$ cat config.mk
export PLATFORM = sky130hd
export DESIGN_NAME = i2s_rx
export DESIGN_NICKNAME = d
export VERILOG_FILES = /design/src/rtl/i2s_rx.sv
export SDC_FILE = /design/constraint.sdc
export NUM_CORES = 1
export LEC_CHECK = 0
export BUFFER_PORTS_ARGS = -buffer_cell sky130_fd_sc_hd__buf_2
export CAP_MARGIN = 5
export CORE_ASPECT_RATIO = 1.1
export CORE_MARGIN = 10
export CORE_UTILIZATION = 53
export CTS_CLUSTER_SIZE = 16
export DETAILED_ROUTE_END_ITERATION = 16
export HOLD_SLACK_MARGIN = 0.05
export PLACE_DENSITY_LB_ADDON = 0.3
export SETUP_SLACK_MARGIN = 0.05
export SLEW_MARGIN = 20
export SYNTH_ARGS = -nofsm -noshare
export SYNTH_HDL_FRONTEND = slang
export SYNTH_SLANG_ARGS = --single-unit
export TNS_END_PERCENT = 100
$ cat constraint.sdc
create_clock -name clk -period 2.35 [get_ports clk]
set_input_delay 0.5875 -clock clk [delete_from_list [all_inputs] [get_ports clk]]
set_output_delay 0.5875 -clock clk [all_outputs]
set_load 0.05 [all_outputs]
$ cat src/rtl/i2s_rx.sv
// I2S slave receiver. It synchronizes the external bclk, lrclk and data
// into clk, detects bclk rising edges and deserializes MSB-first,
// one-bit-delayed I2S words. Each complete left+right pair is presented
// with a single-cycle sample_valid strobe.
module i2s_rx #(
  parameter int SAMPLE_WIDTH = 16,
  parameter int SLOT_WIDTH   = 16,
  parameter int SYNC_STAGES  = 2
) (
  input  logic                    clk,
  input  logic                    reset_n,
  input  logic                    enable,
  input  logic                    i2s_bclk,
  input  logic                    i2s_lrclk,
  input  logic                    i2s_data,
  output logic [SAMPLE_WIDTH-1:0] sample_left,
  output logic [SAMPLE_WIDTH-1:0] sample_right,
  output logic                    sample_valid,
  output logic                    frame_error
);

  // The counter is wide enough that a saturated count can never alias SLOT_WIDTH.
  localparam int MAXW = (SLOT_WIDTH > SAMPLE_WIDTH) ? SLOT_WIDTH : SAMPLE_WIDTH;
  localparam int CW   = $clog2(MAXW + 2);
  localparam logic [CW-1:0] CNT_MAX  = '1;
  localparam logic [CW:0]   SLOT_LEN = (CW+1)'(SLOT_WIDTH);

  typedef enum logic [1:0] {SEEK, LEFT, RIGHT} state_e;

  logic [SYNC_STAGES-1:0] bclk_sync_q, lrclk_sync_q, data_sync_q;
  logic                   prev_bclk_q;
  logic                   rise_q, ws_q, bit_q;

  state_e                  state_q, state_d;
  logic                    ws_prev_q, ws_prev_d;
  logic [CW-1:0]           bit_cnt_q, bit_cnt_d;
  logic [SAMPLE_WIDTH-1:0] word_q, word_d, word_wr;
  logic [SAMPLE_WIDTH-1:0] left_stage_q, left_stage_d;
  logic                    left_ok_q, left_ok_d;
  logic [SAMPLE_WIDTH-1:0] sample_left_q, sample_left_d;
  logic [SAMPLE_WIDTH-1:0] sample_right_q, sample_right_d;
  logic                    valid_q, valid_d;
  logic                    error_q, error_d;
  logic                    len_ok, trans;

  // Synchronize all three inputs through the same depth so they stay aligned,
  // then register the rise strobe together with the ws/data sampled at it.
  always_ff @(posedge clk or negedge reset_n) begin
    if (!reset_n) begin
      bclk_sync_q  <= '0;
      lrclk_sync_q <= '0;
      data_sync_q  <= '0;
      prev_bclk_q  <= 1'b0;
      rise_q       <= 1'b0;
      ws_q         <= 1'b0;
      bit_q        <= 1'b0;
    end else begin
      bclk_sync_q  <= {bclk_sync_q[SYNC_STAGES-2:0], i2s_bclk};
      lrclk_sync_q <= {lrclk_sync_q[SYNC_STAGES-2:0], i2s_lrclk};
      data_sync_q  <= {data_sync_q[SYNC_STAGES-2:0], i2s_data};
      prev_bclk_q  <= bclk_sync_q[SYNC_STAGES-1];
      rise_q       <= bclk_sync_q[SYNC_STAGES-1] & ~prev_bclk_q;
      ws_q         <= lrclk_sync_q[SYNC_STAGES-1];
      bit_q        <= data_sync_q[SYNC_STAGES-1];
    end
  end

  // Deserializer and SEEK/LEFT/RIGHT framing; ws tracking continues while
  // disabled so a re-enable resyncs on the next real channel change.
  always_comb begin
    state_d        = state_q;
    ws_prev_d      = ws_prev_q;
    bit_cnt_d      = bit_cnt_q;
    word_d         = word_q;
    left_stage_d   = left_stage_q;
    left_ok_d      = left_ok_q;
    sample_left_d  = sample_left_q;
    sample_right_d = sample_right_q;
    valid_d        = 1'b0;
    error_d        = 1'b0;

    // Current word with this rise's bit placed; bits past the word are dropped.
    word_wr = word_q;
    for (int i = 0; i < SAMPLE_WIDTH; i++) begin
      if (bit_cnt_q == CW'(SAMPLE_WIDTH - 1 - i)) word_wr[i] = bit_q;
    end

    // The transition bit is the old word's LSB, so its length is count+1.
    len_ok = (({1'b0, bit_cnt_q} + (CW+1)'(1)) == SLOT_LEN);
    trans  = rise_q && (ws_q != ws_prev_q);

    if (rise_q) begin
      ws_prev_d = ws_q;
      if (trans) begin
        word_d    = '0;
        bit_cnt_d = '0;
      end else begin
        word_d = word_wr;
        if (bit_cnt_q != CNT_MAX) bit_cnt_d = bit_cnt_q + CW'(1);
      end
    end

    if (!enable) begin
      state_d   = SEEK;
      left_ok_d = 1'b0;
    end else if (trans) begin
      case (state_q)
        SEEK: state_d = ws_q ? RIGHT : LEFT;
        LEFT: begin
          if (ws_q) begin
            if (len_ok) begin
              left_stage_d = word_wr;
              left_ok_d    = 1'b1;
            end else begin
              error_d   = 1'b1;
              left_ok_d = 1'b0;
            end
            state_d = RIGHT;
          end
        end
        RIGHT: begin
          if (!ws_q) begin
            if (len_ok && left_ok_q) begin
              sample_left_d  = left_stage_q;
              sample_right_d = word_wr;
              valid_d        = 1'b1;
            end
            if (!len_ok) error_d = 1'b1;
            left_ok_d = 1'b0;
            state_d   = LEFT;
          end
        end
        default: state_d = SEEK;
      endcase
    end
  end

  // Framing state and output registers.
  always_ff @(posedge clk or negedge reset_n) begin
    if (!reset_n) begin
      state_q        <= SEEK;
      ws_prev_q      <= 1'b0;
      bit_cnt_q      <= '0;
      word_q         <= '0;
      left_stage_q   <= '0;
      left_ok_q      <= 1'b0;
      sample_left_q  <= '0;
      sample_right_q <= '0;
      valid_q        <= 1'b0;
      error_q        <= 1'b0;
    end else begin
      state_q        <= state_d;
      ws_prev_q      <= ws_prev_d;
      bit_cnt_q      <= bit_cnt_d;
      word_q         <= word_d;
      left_stage_q   <= left_stage_d;
      left_ok_q      <= left_ok_d;
      sample_left_q  <= sample_left_d;
      sample_right_q <= sample_right_d;
      valid_q        <= valid_d;
      error_q        <= error_d;
    end
  end

  assign sample_left  = sample_left_q;
  assign sample_right = sample_right_q;
  assign sample_valid = valid_q;
  assign frame_error  = error_q;

endmodule

=== Word-level counts from Yosys, hierarchy flattened ===
Index checks and enable logic that the tools add are counted.

* Register bits after elaboration: 85
* Input port bits: 6
* Output and inout bits: 34
* Word-level logic and storage cells: 98

* Add/subtract/negate cells: 2
* Eq/ne operators: 24
* Multiplexer cells: 42
* Bitwise operators: 3
* Reduce and logical (&&, ||, !) cells: 10

{| class="wikitable"
|+ Operators by type and width
! kind !! number
|-
| $eq 5x4->1 const B || 8
|-
| $mux 1 || 31
|-
| $eq 5x3->1 const B || 4
|-
| $mux 16 || 1
|-
| $eq 5x2->1 const B || 2
|-
| $mux 2 || 5
|-
| $mux 5 || 2
|-
| $reduce_and 5->1 || 2
|-
| $add 5x1->6 const B || 1
|-
| $eq 6x5->1 const B || 1
|-
| $ne 3x3->1 const B || 2
|-
| $pmux 2 s3 || 1
|-
| $add 5x1->5 const B || 1
|-
| $eq 5x1->1 const B || 1
|-
| $logic_not 5->1 || 1
|-
| $ne 5x5->1 const B || 1
|-
| $pmux 1 s2 || 2
|-
| $reduce_and 4->1 || 1
|-
| $ne 3x1->1 const B || 1
|-
| $reduce_and 3->1 || 1
|-
| $eq 2x1->1 const B || 1
|-
| $eq 2x2->1 const B || 1
|-
| $logic_and 1x1->1 || 2
|-
| $logic_not 2->1 || 1
|-
| 6 further kinds || 7
|}

=== Longest topological paths before layout ===
Gate-level depths: netlist (run 1).

* Word-level depth: 8
* Mapped depth: 8
* Gate-level depth less buffers: 7

=== Worst setup path after synthesis (run 1) ===
No wires, ideal clock.

* Kind: reg-to-reg
* Start point: reg bit_cnt_q[0]
* End point: reg sample_left_q[0] (netlist: sample_left[0])
* Arrival time: 2303 ps
* Path slack: -80 ps
* Cell stages (with the launch flop): 9
* Path buffers: 2
* Period minus slack after synthesis: 2430 ps
* Path through: dfrtp_1 -> ha_1 -> and3_1 -> ha_1 -> a2111oi_4 -> and4_1 -> buf_4 -> buf_8 -> mux2_1

* Word-level cells in the longest chain between the ends: 4

{| class="wikitable"
|+ Ends and longest elaborated chain
! what !! RTL line !! RTL
|-
| from (decl) || 36 || <nowiki>logic [CW-1:0] bit_cnt_q, bit_cnt_d;</nowiki>
|-
| from (signal assigned) || 154 || <nowiki>bit_cnt_q <= bit_cnt_d;</nowiki>
|-
| $add 5x1->6 || 89 || <nowiki>len_ok = (({1'b0, bit_cnt_q} + (CW+1)'(1)) == SLOT_LEN);</nowiki>
|-
| $eq 6x5->1 || 89 ||
|-
| $logic_and 1x1->1 || 123 || <nowiki>if (len_ok && left_ok_q) begin</nowiki>
|-
| $reduce_and 5->1 (no source line) || -- ||
|-
| to (signal assigned) || 158 || <nowiki>sample_left_q <= sample_left_d;</nowiki>
|-
| to (decl) || 40 || <nowiki>logic [SAMPLE_WIDTH-1:0] sample_left_q, sample_left_d;</nowiki>
|}

No other way between the ends.
A chain may end at the register's enable or synchronous reset.

=== Worst setup path after layout (run 1) ===
* Start point: reg bit_cnt_q[0]
* End point: reg sample_left_q[15] (netlist: sample_left[15])

The elaborated chain is that of the path after synthesis.

==> results.toml, run 1 <==
[cells_and_area]
nets = 361
design_area_um2 = 4560
layout.cells.non_filler = 434
multi_input_area_um2 = 1590
drive_above_1_share_pct = 40.1
area_growth_pct = 19.8
fillers = 502
final_common_cell = "dfrtp_1"
num_antenna_cells = 0
seqCellArea_um2 = 2130
layout_common_cells = "85 x dfrtp_1, 38 x buf_2, 32 x mux2_2, 17 x mux2_1, 16 x inv_1"

[drt]
drt-total-wl_um = 7480
vias_per_cell = 5.39
detail-route-antenna-nets = 0
drc = 0
drt-initial-drc-count = 185
dr.pass1.iters = 4
via_count = 2340
routedWlPerCell_um = 17.2

[setup_path]
slowest_stage = "and4_4"
endpoint = "sample_left[15]$_DFFE_PN0P_"
r2r_cells = 7
cp-end-kind = "register"
path_cells = "ha_2, and3_4, ha_4, a2111oi_4, and4_4, clkbuf_16, mux2_1"
reg2reg_from = "bit_cnt_q[0]$_DFFE_PN0P_"
crit_required_ns = 2.59
start_kind = "register"
cp_max_fo = 6
critPathKind = "reg -> reg"
max_stage_delay_ns = 0.41
r2r_slack_ns = 0.10
r2r_end = "sample_left[15]$_DFFE_PN0P_"
startpoint = "bit_cnt_q[0]$_DFFE_PN0P_"
critPathArrivalTime_ns = 2.49

[global_route]
grt_pass1_wl_um = 11900
grt_pass1_vias = 2419
grt_usage_pct = 13.7
grt_overflow = 0
grt_max_degree = 61
antenna_found_initial = 0

[synthesis]
avgSynthCellArea_um2 = 13.0
synth.distinct_cells = 37
synth_nets = 307
yosysTopAreaCellShare_pct = 55.9
yosysWarnings = 0
ys_seq_elements = 85
syn_inst = 292
synth.area.top_cells = "dfrtp_1 56%, mux2_1 9.5%, mux2_2 9.5%"
synth_area_leader_cell = "dfrtp_1"
syn_area_um2 = 3800
synth_seq_area_share_pct = 55.9

[cts]
clock_latency_ns = 0.36
tritoncts = "yes"
cts_buffers = 9
ctsHtreeMaxLevel = 3
cts-root-buf = "clkbuf_8"
hold_buffers = 0
clock-sinks = 85
cts.path.max_buffers = 2
cts.clk_slew.worst_paths_ns = 0.09

[power]
power_density_nw_per_um2 = 672
p_seq_share_pct = 49.9
swShare_pct = 23.9
intPower_mw = 2.33
p_leak_nw = 2.31
pwr-share-clk_pct = 39.4
power_switching_mw = 0.731
combinationalPowerShare_pct = 10.7
vdd_ir_drop_max_mv = 0.460

[place]
io_buffers = 39
pre_cts_ws_ns = 0.0291
placed_area_um2 = 4180
dp_hpwl_um = 4730
gp_congestion = 0.856
placed_cells_incl_taps = 415

[sta]
maxSlewHeadroom_pct = 66.1
rsz0062_at_grt = "true"
finalHoldViolations = 0
setup_viol = 0
drv_slew = 0
fmaxAchievable_mhz = 445
hold_ws_ns = 0.127
finClkSkew_ns = 0.0114
tns_ns = 0
fin_crit_ns = 2.25
fin_ws_ns = 0.101
tightest_slew_ns = 0.508
period_share_pct = 95.7

[worst_hold_path]
hold_class = "in -> async"

[die]
die-area_um2 = 11000
num_io_pins = 40
coreArea_um2 = 7010
die_y_um = 109
initial_core_util_pct = 54.3
dieWidth_um = 101
rows = 32

[status]
outcome = "complete, no violations"

[flow_run]
maxCapViolations = 0
[through the flow]
stage | power, mW | util (%)
5_1_grt | 3.18 | 65.0
2_1_floorplan | 1.76 | -
3_3_place_gp | 1.87 | 59.6
4_1_cts | 3.08 | 62.9
6_report | 3.06 | 65.0
3_5_place_dp | 1.88 | 59.6
[per-layer routing]
metal	global-route usage (%)	wire, µm	vias to the layer above
met4	5.66	73	0
met5	0	0	-
li1	-	-	1131
met3	5.00	351	8
met1	17.2	3500	1161
met2	21.1	3550	40
[cell families (layout without fill, tap and decap cells)]
kind of cell,count (synthesis),count (layout),synth area share (%)
flip-flops,85,85,55.9
buffers and inverters,32,89,4.24
adder cells (fa/ha/maj),9,9,2.96
AND/OR/NAND/NOR,62,62,10.0
XOR/XNOR,2,2,0.461
multiplexers,64,64,18.9
AO/OA/AOI/OAI,38,38,7.43
[critical path, delay by kind of cell (launching register included)]
kind,cells,cell delay (ns)
AOI/OAI and AO/OA,1,0.21
adders and majority gates,2,0.43
buffers and inverters,1,0.19
DFF,1,0.39
muxes,1,0.32
and+or+nand+nor,2,0.59
[how the worst min path moves through the flow]
stage / slack, ns / cells past startpoint / startpoint / endpoint
finish: 0.13 / 1 / reset_n / word_q[5]$_DFFE_PN0P_
detailed placement: 0.33 / 0 / data_sync_q[1]$_DFF_PN0_ / bit_q$_DFF_PN0_
CTS: 0.13 / 1 / reset_n / state_q[0]$_DFFE_PN0P_
global route: 0.14 / 1 / reset_n / state_q[0]$_DFFE_PN0P_
global placement: 0.33 / 0 / data_sync_q[1]$_DFF_PN0_ / bit_q$_DFF_PN0_
floorplan: 0.29 / 0 / reset_n / bclk_sync_q[0]$_DFF_PN0_
[power groups by stage]
stage,clock network (mW),logic (mW),registers (mW)
2_1_floorplan,0,0.203,1.55
3_3_place_gp,0,0.319,1.55
3_5_place_dp,0,0.327,1.56
4_1_cts,1.22,0.328,1.53
5_1_grt,1.28,0.367,1.53
6_report,1.21,0.327,1.53
[area by class of cell]
class,count,share of cell area (%)
Clock inverter,4,2.17
Clock buffer,10,2.80
Inverter,16,1.32
Timing Repair Buffer,59,9.70
Sequential cell,85,46.7
Tap cell,85,2.33
Multi-Input combinational cell,175,35.0
[Yosys cell counts, drive strengths merged]
| cell type | instances |
|---|---|
| xor2 | 1 |
| and4b | 1 |
| a21boi | 1 |
| a21oi | 3 |
| clkbuf | 8 |
| nor4bb | 3 |
| inv | 16 |
| o221a | 1 |
| ha | 9 |
| a32oi | 1 |
| dfrtp | 85 |
| mux2 | 64 |
| nor3b | 2 |
| nand4 | 1 |
| o22ai | 3 |
| or2b | 1 |
| and3 | 2 |
| nor3 | 6 |
| and4 | 1 |
| a2111oi | 1 |
| nor2 | 7 |
| nor2b | 15 |
| nand3 | 2 |
| o211a | 1 |
| buf | 8 |
| nand2 | 10 |
| xnor2 | 1 |
| nand4b | 3 |
| and2 | 1 |
| a31o | 13 |
| o21ai | 14 |
| nand2b | 7 |
[state kept, by name, summed over array words and instances (netlist names), 2 cells and up]
| name | count |
|---|---|
| bclk_sync_q | 2 |
| bit_cnt_q | 5 |
| data_sync_q | 2 |
| left_stage_q | 16 |
| lrclk_sync_q | 2 |
| sample_left | 16 |
| sample_right | 16 |
| state_q | 2 |
| word_q | 16 |
[timing repair]
item,4_1_cts,5_1_grt
hold endpoints to repair,0,0
cloned,0,4
endpoints found under the setup margin,12,35
gates resized for setup,1,16
pin swaps,0,4
buffers inserted,0,1
Power figures use the tool's default switching activity.
==> run 2: changes to the inputs <==
==> constraint.sdc (replaced) <==
create_clock -name clk -period 2.35 [get_ports clk]
set_input_delay 0.47 -clock clk [delete_from_list [all_inputs] [get_ports clk]]
set_output_delay 0.47 -clock clk [all_outputs]
set_load 0.05 [all_outputs]
==> run 2 against run 1 <==
  * Wire length increased by 0.21%
  * Critical path depth unchanged
  * First-iteration DRC count decreased by 2.7%
  * Utilization increased by 0.14 points
  * Global-route usage about the same
  * Final cell count increased by 0.23%
  * Register-to-register slack about the same
  * Hold slack improved by 0.092 ns
  * Power about the same
  * Critical path type unchanged
  * Critical endpoint unchanged
  * Highest routed layer unchanged
==> results.toml, run 2 (synthesis gave the netlist of run 1 again) <==
[cts]
cts.path.max_buffers = 2
clock_latency_ns = 0.36
tritoncts = "yes"
cts-root-buf = "clkbuf_8"
cts_buffers = 9
cts.clk_slew.worst_paths_ns = 0.08
ctsHtreeMaxLevel = 3
clock-sinks = 85

[global_route]
antenna_found_initial = 0
grt_pass1_wl_um = 12000
grt_usage_pct = 13.7
grt_overflow = 0
grt_pass1_vias = 2422
grt_max_degree = 61

[place]
gp_congestion = 0.856
io_buffers = 39
dp_hpwl_um = 4730

[sta]
tightest_slew_ns = 0.509
hold_ws_ns = 0.218
fin_crit_ns = 2.25
rsz0062_at_grt = "true"
finalHoldViolations = 0
drv_slew = 0
fmaxAchievable_mhz = 445
maxSlewHeadroom_pct = 66.1
tns_ns = 0
finClkSkew_ns = 0.0112
period_share_pct = 95.7
setup_viol = 0

[setup_path]
max_stage_delay_ns = 0.41
cp_max_fo = 6
path_cells = "ha_2, and3_4, ha_4, a2111oi_4, and4_4, clkbuf_16, mux2_1"
worst-path-stages = 7
crit_required_ns = 2.59
reg2reg_from = "bit_cnt_q[0]$_DFFE_PN0P_"
start_kind = "register"
slowest_stage = "and4_4"
r2r_cells = 7
critPathArrivalTime_ns = 2.49
cp-end-kind = "register"
critPathKind = "reg -> reg"
cp_num_buf_inv = 1
startpoint = "bit_cnt_q[0]$_DFFE_PN0P_"
critical-path-top-delay-family = "simple AND/OR/NAND/NOR gates"

[drt]
vias_per_cell = 5.40
drt-total-wl_um = 7490
dr.pass1.iters = 4
drc = 0
drt-initial-drc-count = 180
via_count = 2351
detail-route-antenna-nets = 0
routedWlPerCell_um = 17.2

[die]
coreArea_um2 = 7010
die_y_um = 109
initial_core_util_pct = 54.3
num_io_pins = 40
die-area_um2 = 11000
rows = 32
dieWidth_um = 101

[worst_hold_path]
hp-start = "i2s_lrclk"
hold_class = "in -> reg"
hold_path_depth = 1

[power]
p_leak_nw = 2.32
vdd_ir_drop_max_mv = 0.460
power_density_nw_per_um2 = 670

[cells_and_area]
drive_above_1_share_pct = 40.0
nets = 362
layout_common_cells = "85 x dfrtp_1, 38 x buf_2, 32 x mux2_2, 17 x mux2_1, 16 x inv_1"
area_growth_pct = 20.0
final_common_cell = "dfrtp_1"
seqCellArea_um2 = 2130
num_antenna_cells = 0
multi_input_area_um2 = 1590
fillers = 501

[status]
outcome = "complete, no violations"

[flow_run]
maxCapViolations = 0
-- run 2: changes by cell type in the layout (fill, tap and decap cells not counted) --
| cell | before | now |
|---|---|---|
| dlygate4sd3_1 | 0 | 1 |
-- run 2: path summary, 6_finish.rpt --
check | endpoint | slack [ns]
max in group asynchronous | sample_right[9]$_DFFE_PN0P_ | 1.16
min in group asynchronous | bit_q$_DFF_PN0_ | 0.56
min reg2reg | bit_q$_DFF_PN0_ | 0.34
min | lrclk_sync_q[0]$_DFF_PN0_ | 0.22
max | sample_left[15]$_DFFE_PN0P_ | 0.10
max reg2reg | sample_left[15]$_DFFE_PN0P_ | 0.10
-- run 2: where the power goes --
part / internal (mW) / leakage [nW] / switching [mW]
registers: 1.50 / 1.16 / 0.0275
clock network: 0.697 / 0.112 / 0.508
logic: 0.133 / 1.04 / 0.195
-- run 2: layer usage --
layer,GRT usage (%),wire (µm),vias up
li1,-,-,1134
met1,17.2,3480,1169
met2,21.1,3570,40
met3,5.06,366,8
met4,5.66,73,0
met5,0,0,-
-- run 2: final cells by class --
class / instances / share of cell area [%]
clock buffers: 10 / 2.80
clock inverters: 4 / 2.16
inverters: 16 / 1.32
multi-input cells: 175 / 34.9
flip-flops and latches: 85 / 46.6
well taps: 85 / 2.33
repair buffers: 60 / 9.89
-- run 2: worst register-to-register path: stages, from the launching register on --
cell and delay [ns]:
dfrtp_1 0.39, ha_2 0.21, and3_4 0.18, ha_4 0.22, a2111oi_4 0.21, and4_4 0.41, clkbuf_16 0.19, mux2_1 0.32
-- run 2: timing repair --
item,in CTS,in global routing
endpoints found under the hold margin,25,0
buffers inserted,0,1
pin swaps,0,4
endpoints found under the setup margin,12,35
hold buffers,1,0
resized for setup,1,16
gates cloned,0,4
-- run 2: metrics by stage --
step	util, %	instances	power [mW]	instance area [µm²]	setup slack (ns)
6_report	65.2	435	3.06	4570	0.101
5_1_grt	65.2	435	3.18	4570	0.0419
4_1_cts	63.0	430	3.08	4410	0.0695
3_5_place_dp	59.6	415	1.88	4180	0.0291
3_3_place_gp	59.6	415	1.87	4180	0.112
2_1_floorplan	-	292	1.76	3830	0.000554
